**src/rtl/chess_turn_clock_pkg.sv**
```systemverilog
// Shared types, constants and countdown helpers for the chess turn clock.
package chess_turn_clock_pkg;

   localparam int unsigned SEG_W = 7;
   localparam int unsigned BCD_W = 4;

   localparam logic [SEG_W-1:0] SEG_BLANK = 7'h7F;

   typedef logic [BCD_W-1:0] bcd_t;

   typedef enum logic [1:0] {
      IDLE      = 2'd0,
      RUN_WHITE = 2'd1,
      RUN_BLACK = 2'd2,
      TIMEOUT   = 2'd3
   } state_t;

   // One player's remaining time as M:SS digits
   typedef struct packed {
      bcd_t mins;
      bcd_t tens;
      bcd_t units;
   } clk_time_t;

   // True when the time shows 0:00
   function automatic logic is_zero(input clk_time_t t);
      return (t == '0);
   endfunction

   // One-second BCD countdown; saturates at 0:00
   function automatic clk_time_t dec_time(input clk_time_t t);
      clk_time_t r;
      r = t;
      if (!is_zero(t)) begin
         if (t.units != 4'd0) begin
            r.units = t.units - 4'd1;
         end else begin
            r.units = 4'd9;
            if (t.tens != 4'd0) begin
               r.tens = t.tens - 4'd1;
            end else begin
               r.tens = 4'd5;
               r.mins = t.mins - 4'd1;
            end
         end
      end
      return r;
   endfunction

endpackage

```
**src/rtl/bcd_to_seven_seg.sv**
```systemverilog
// BCD digit to active-low 7-segment pattern {g,f,e,d,c,b,a}.
module bcd_to_seven_seg
   import chess_turn_clock_pkg::*;
(
   input  bcd_t             digit,
   output logic [SEG_W-1:0] seg_c
);

   // Digit decode; codes above 9 blank the display
   always_comb begin
      seg_c = SEG_BLANK;
      case (digit)
         4'd0: seg_c = 7'h40;
         4'd1: seg_c = 7'h79;
         4'd2: seg_c = 7'h24;
         4'd3: seg_c = 7'h30;
         4'd4: seg_c = 7'h19;
         4'd5: seg_c = 7'h12;
         4'd6: seg_c = 7'h02;
         4'd7: seg_c = 7'h78;
         4'd8: seg_c = 7'h00;
         4'd9: seg_c = 7'h10;
         default: seg_c = SEG_BLANK;
      endcase
   end

endmodule

```
**src/rtl/chess_turn_clock.sv**
```systemverilog
// Two-player chess clock: counts the side to move down in M:SS, flips on
// moveDone, flags expiry, and drives six registered 7-segment displays.
module chess_turn_clock
   import chess_turn_clock_pkg::*;
#(
   parameter int unsigned CLOCK_FREQ = 50_000_000,
   parameter int unsigned START_MINS = 5,
   parameter int unsigned START_SECS = 0
) (
   input  logic             clock,
   input  logic             globalReset,
   input  logic             timerEnable,
   input  logic             run,
   input  logic             moveDone,
   output logic             whiteToMove,
   output logic             whiteFlag,
   output logic             blackFlag,
   output logic [SEG_W-1:0] WhiteClockMins,
   output logic [SEG_W-1:0] WhiteClockTensSec,
   output logic [SEG_W-1:0] WhiteClockUnitsSec,
   output logic [SEG_W-1:0] BlackClockMins,
   output logic [SEG_W-1:0] BlackClockTensSec,
   output logic [SEG_W-1:0] BlackClockUnitsSec
);

   localparam int unsigned PRESC_W = (CLOCK_FREQ > 1) ? $clog2(CLOCK_FREQ) : 1;
   localparam logic [PRESC_W-1:0] PRESC_MAX = PRESC_W'(CLOCK_FREQ - 1);
   localparam clk_time_t PRESET = {4'(START_MINS), 4'(START_SECS / 10), 4'(START_SECS % 10)};

   state_t               state, state_next;
   logic [PRESC_W-1:0]   presc, presc_next;
   clk_time_t            white_time, white_next;
   clk_time_t            black_time, black_next;
   logic                 white_flag_next, black_flag_next, wtm_next;
   logic                 active, tick, flip;
   logic [SEG_W-1:0]     seg_wm_c, seg_wt_c, seg_wu_c, seg_bm_c, seg_bt_c, seg_bu_c;

   // A running state stops doing work once either flag is up; TIMEOUT follows
   assign active = ((state == RUN_WHITE) || (state == RUN_BLACK)) && !(whiteFlag || blackFlag);
   assign tick   = active && run && (presc == PRESC_MAX);
   assign flip   = active && moveDone;

   // State, time, flag and side registers
   always_ff @(posedge clock) begin
      if (globalReset) begin
         state       <= IDLE;
         presc       <= '0;
         white_time  <= PRESET;
         black_time  <= PRESET;
         whiteFlag   <= 1'b0;
         blackFlag   <= 1'b0;
         whiteToMove <= 1'b1;
      end else begin
         state       <= state_next;
         presc       <= presc_next;
         white_time  <= white_next;
         black_time  <= black_next;
         whiteFlag   <= white_flag_next;
         blackFlag   <= black_flag_next;
         whiteToMove <= wtm_next;
      end
   end

   // Next state, prescaler, countdown and flag logic
   always_comb begin
      state_next      = state;
      presc_next      = presc;
      white_next      = white_time;
      black_next      = black_time;
      white_flag_next = whiteFlag;
      black_flag_next = blackFlag;
      wtm_next        = whiteToMove;

      if (!timerEnable) begin
         state_next      = IDLE;
         presc_next      = '0;
         white_next      = PRESET;
         black_next      = PRESET;
         white_flag_next = 1'b0;
         black_flag_next = 1'b0;
         wtm_next        = 1'b1;
      end else begin
         unique case (state)
            IDLE: begin
               if (run) begin
                  state_next = RUN_WHITE;
                  wtm_next   = 1'b1;
               end
            end
            RUN_WHITE, RUN_BLACK: begin
               if (!active) begin
                  state_next = TIMEOUT;
                  presc_next = '0;
               end else begin
                  // Decrement lands on the side that was to move, even when flipping
                  if (state == RUN_WHITE) begin
                     if (tick) white_next = dec_time(white_time);
                     if (is_zero(white_next)) white_flag_next = 1'b1;
                  end else begin
                     if (tick) black_next = dec_time(black_time);
                     if (is_zero(black_next)) black_flag_next = 1'b1;
                  end
                  if (flip) begin
                     presc_next = '0;
                     state_next = (state == RUN_WHITE) ? RUN_BLACK : RUN_WHITE;
                     wtm_next   = (state == RUN_BLACK);
                  end else if (run) begin
                     presc_next = tick ? '0 : presc + PRESC_W'(1);
                  end
               end
            end
            TIMEOUT: begin
               state_next = TIMEOUT;
            end
            default: begin
               state_next = IDLE;
            end
         endcase
      end
   end

   bcd_to_seven_seg u_seg_wm (.digit(white_time.mins),  .seg_c(seg_wm_c));
   bcd_to_seven_seg u_seg_wt (.digit(white_time.tens),  .seg_c(seg_wt_c));
   bcd_to_seven_seg u_seg_wu (.digit(white_time.units), .seg_c(seg_wu_c));
   bcd_to_seven_seg u_seg_bm (.digit(black_time.mins),  .seg_c(seg_bm_c));
   bcd_to_seven_seg u_seg_bt (.digit(black_time.tens),  .seg_c(seg_bt_c));
   bcd_to_seven_seg u_seg_bu (.digit(black_time.units), .seg_c(seg_bu_c));

   // Display registers: one cycle behind the digit registers
   always_ff @(posedge clock) begin
      WhiteClockMins     <= seg_wm_c;
      WhiteClockTensSec  <= seg_wt_c;
      WhiteClockUnitsSec <= seg_wu_c;
      BlackClockMins     <= seg_bm_c;
      BlackClockTensSec  <= seg_bt_c;
      BlackClockUnitsSec <= seg_bu_c;
   end

endmodule

```
**config.mk**
```make
export PLATFORM = sky130hd
export DESIGN_NAME = chess_turn_clock
export DESIGN_NICKNAME = d
export VERILOG_FILES = /design/src/rtl/chess_turn_clock_pkg.sv /design/src/rtl/bcd_to_seven_seg.sv /design/src/rtl/chess_turn_clock.sv
export SDC_FILE = /design/constraint.sdc
export NUM_CORES = 1
export LEC_CHECK = 0
export BUFFER_PORTS_ARGS = -buffer_cell sky130_fd_sc_hd__buf_2
export CORE_ASPECT_RATIO = 1.1
export CORE_MARGIN = 2
export CORE_UTILIZATION = 30
export CTS_CLUSTER_SIZE = 24
export DETAILED_ROUTE_END_ITERATION = 16
export GPL_ROUTABILITY_DRIVEN = 0
export HOLD_SLACK_MARGIN = 0.02
export PLACE_DENSITY = 0.5
export SLEW_MARGIN = 20
export SYNTH_ARGS = -nofsm -noshare
export SYNTH_HDL_FRONTEND = slang
export SYNTH_HIERARCHICAL = 1
export SYNTH_SLANG_ARGS = --single-unit
```
**constraint.sdc**
```tcl
create_clock -name clock -period 2.5 [get_ports clock]
set_input_delay 0.125 -clock clock [delete_from_list [all_inputs] [get_ports clock]]
set_output_delay 0.125 -clock clock [all_outputs]
set_load 0.01 [all_outputs]
```
==> results.cfg <==
[global_routing]
grt_pass1_vias = 4224
gr-total-overflow = 0
grt_start_max_net_pins = 23
grt_pass1_wl_um = 19950
antenna_found_initial = 0
grt_usage = 0.1378

[worst_setup_path]
startpoint_type = register
cp-end-kind = register
crit_type = reg2reg
slowest_delay_ns = 0.44
arrival_ns = 2.69
cp.required_ns = 2.79
worst_path_max_delay_cell = or4_4
cp_max_fo = 5
crit_chain = inv_2 -> ha_4 -> or3b_4 -> nor4_4 -> and3_4 -> nand3_2 -> or4_4 -> a21oi_2

[timing]
clock_skew_ns = 0.007053
fmax_mhz = 416.9
worstMarginPinSlew_ns = 0.8136
timing.final.crit_share = 0.9595
finalCriticalPeriod_ns = 2.399
timing.hold.ws_ns = 0.1475
setup_violations = 0
finalHoldViolations = 0
relSlewSlack = 0.4565
slew_viol_final = 0

[final_layout]
fillers = 1753
final_util = 0.3662
layout-drive-gt1-share = 0.1857
fin_cells = 919
antenna-diode-count = 0
layout.nets = 750
syn_to_final_growth_pct = 20.50
multi_input_area_um2 = 3012
regArea_um2 = 1944

[place]
dp.cells = 902
numPortBuffers = 49
dp_hpwl_um = 8852

[logic_synthesis]
synth_top_family_by_area = simple AND/OR/NAND/NOR gates
syn_area_um2 = 5134
synth_edf_count = 0
syn-num-nets = 667
ys_warn_count = 6
synth_top_flop_cell = dfxtp_1
post-synth-top-count-cell = dfxtp_1
synth_xor_xnor_area_share = 0.03242
synth_cell_types = 59
synthArstFlopShare = 0
synthSimpleGateAreaFrac = 0.2861
synthMuxAreaShare = 0.007799
synth_common_cells = 97 x dfxtp_1, 88 x nor2_1, 50 x nand2_1
synth-seq-cells = 97
yosysTopAreaCell = dfxtp_1
avgSynthCellArea_um2 = 8.240
synthTopCellsByArea = dfxtp_1 38%, ha_1 9.5%, nor2_1 6.4%, o21ai_0 4.6%, a21oi_1 4.3%
netlist_instances = 623
synth-adder-area-share = 0.09505
synth_top_area_frac = 0.3783
synth_compound_area_frac = 0.1528
ys_seq_area_frac = 0.3783

[clock_network]
cts_root_buf = clkbuf_16
worstSkewPairLatency_ns = 0.35
cts_tree = yes
clk_pin_slew_worst_paths_ns = 0.07
htree_num_levels = 3
cts_inserted_buffers = 9
cts_sinks = 97
cts_buffer_depth = 2
cts_hold_buf = 0

[power]
p_int_w = 0.002357
vdd_ir_drop_max_mv = 0.3325
comb_power_share = 0.032
p_clk_frac = 0.456
p_seq_frac = 0.512
power.leakage_nw = 2.455
p_per_area_nw_per_um2 = 489.0
power_switching_w = 0.0006675
sw_frac_of_total = 0.2207
finalPower_w = 0.003025

[floorplanning]
num_rows = 50
start_util = 0.3039
core_area_um2 = 16890
die-area_um2 = 18180
die_w_um = 128.7
die_h_um = 141.2
ios = 50

[status]
outcome = completed

[run]
maxCapViolCount = 0

[drt]
drc = 0
drtIter0Drc = 244
antenna_left = 0
num_vias = 4506
drt_wl_total_um = 12070
drt-pass1-iter-count = 4
wire_per_inst_um = 13.13
vias_per_cell = 4.903

[min_path]
hp-class = in2reg
-- path summary, 6_finish.rpt --
| kind | startpoint | endpoint | slack (ns) | cells after the start |
|---|---|---|---|---|
| min reg2reg | presc[1]$_SDFFE_PP0P_ | presc[1]$_SDFFE_PP0P_ | 0.48 | 2 |
| min | globalReset | black_time[8]$_SDFFE_PP1P_ | 0.15 | 3 |
| max reg2reg | state[0]$_SDFFE_PP0P_ | white_time[11]$_SDFFE_PP0P_ | 0.10 | 8 |
| max | state[0]$_SDFFE_PP0P_ | white_time[11]$_SDFFE_PP0P_ | 0.10 | 8 |
-- worst max-delay path, delay by kind of cell, from the launching register on --
kind,cells,cell delay (ns)
AOI/OAI and AO/OA,1,0.14
adders and majority gates,1,0.29
buffers and inverters,1,0.06
DFF,1,0.36
and+or+nand+nor,5,1.48
-- routing by layer --
layer | track usage | up-vias | routed length (um)
met5 | 0 | - | 0
met4 | 0.05835 | 0 | 219
met3 | 0.02884 | 11 | 404
met2 | 0.2217 | 58 | 5617
met1 | 0.1785 | 2099 | 5826
li1 | - | 2338 | -
-- flip-flops by register name, summed over array words and instances (netlist names) --
| name | flops |
|---|---|
| WhiteClockTensSec | 7 |
| WhiteClockMins | 7 |
| whiteFlag | 1 |
| BlackClockMins | 7 |
| BlackClockTensSec | 7 |
| white_time | 12 |
| BlackClockUnitsSec | 7 |
| whiteToMove | 1 |
| blackFlag | 1 |
| presc | 26 |
| black_time | 12 |
| state | 2 |
| WhiteClockUnitsSec | 7 |
-- cell usage in the layout, fill, tap and decap left out, drive strengths merged, types with 18 or more instances in the layout --
cell / instances
ha: 39
nand3: 18
nor2: 88
inv: 32
a21oi: 49
nand2b: 25
dfxtp: 97
buf: 91
o21ai: 54
nand2: 50
-- stage by stage --
stage | area (um^2) | TNS [ns] | setup slack [ns]
after floorplan | 5134 | 0 | 0.06225
after global placement | 5823 | 0 | 0.1325
after detailed placement | 5823 | 0 | 0.04971
after CTS | 6112 | 0 | 0.02526
after global routing | 6186 | -0.01080 | -0.003409
final | 6186 | 0 | 0.1013
-- power groups by stage --
stage               Clock [W]  Sequential (W)  Combinational (W)
detailed placement          0         0.00158          0.0000896
CTS                   0.00144         0.00155          0.0000900
floorplan                   0         0.00158          0.0000500
global route          0.00151         0.00155           0.000105
finish                0.00138         0.00155          0.0000956
global placement            0         0.00158          0.0000881
-- layout make-up --
type                       count  area share
tap                          208     0.04207
sequential                    97      0.3143
clock buffer                  11     0.03762
clock inverter                 5    0.009102
multi-input combinational    475      0.4869
inverter                      32     0.01942
timing repair buffer          91     0.09061
-- repair_timing --
item | 4_1_cts | 5_1_grt
buffers inserted | 0 | 1
setup endpoints to repair | 0 | 25
gates resized for setup | 0 | 16
-- cells by family after synthesis --
logic type	Yosys count
AOI/OAI and AO/OA	135
xor gates and xnor gates	19
adders and majority gates	39
buffers and inverters	51
DFF	97
muxes	4
and+or+nand+nor	278
(Power assumes the default switching activity.)
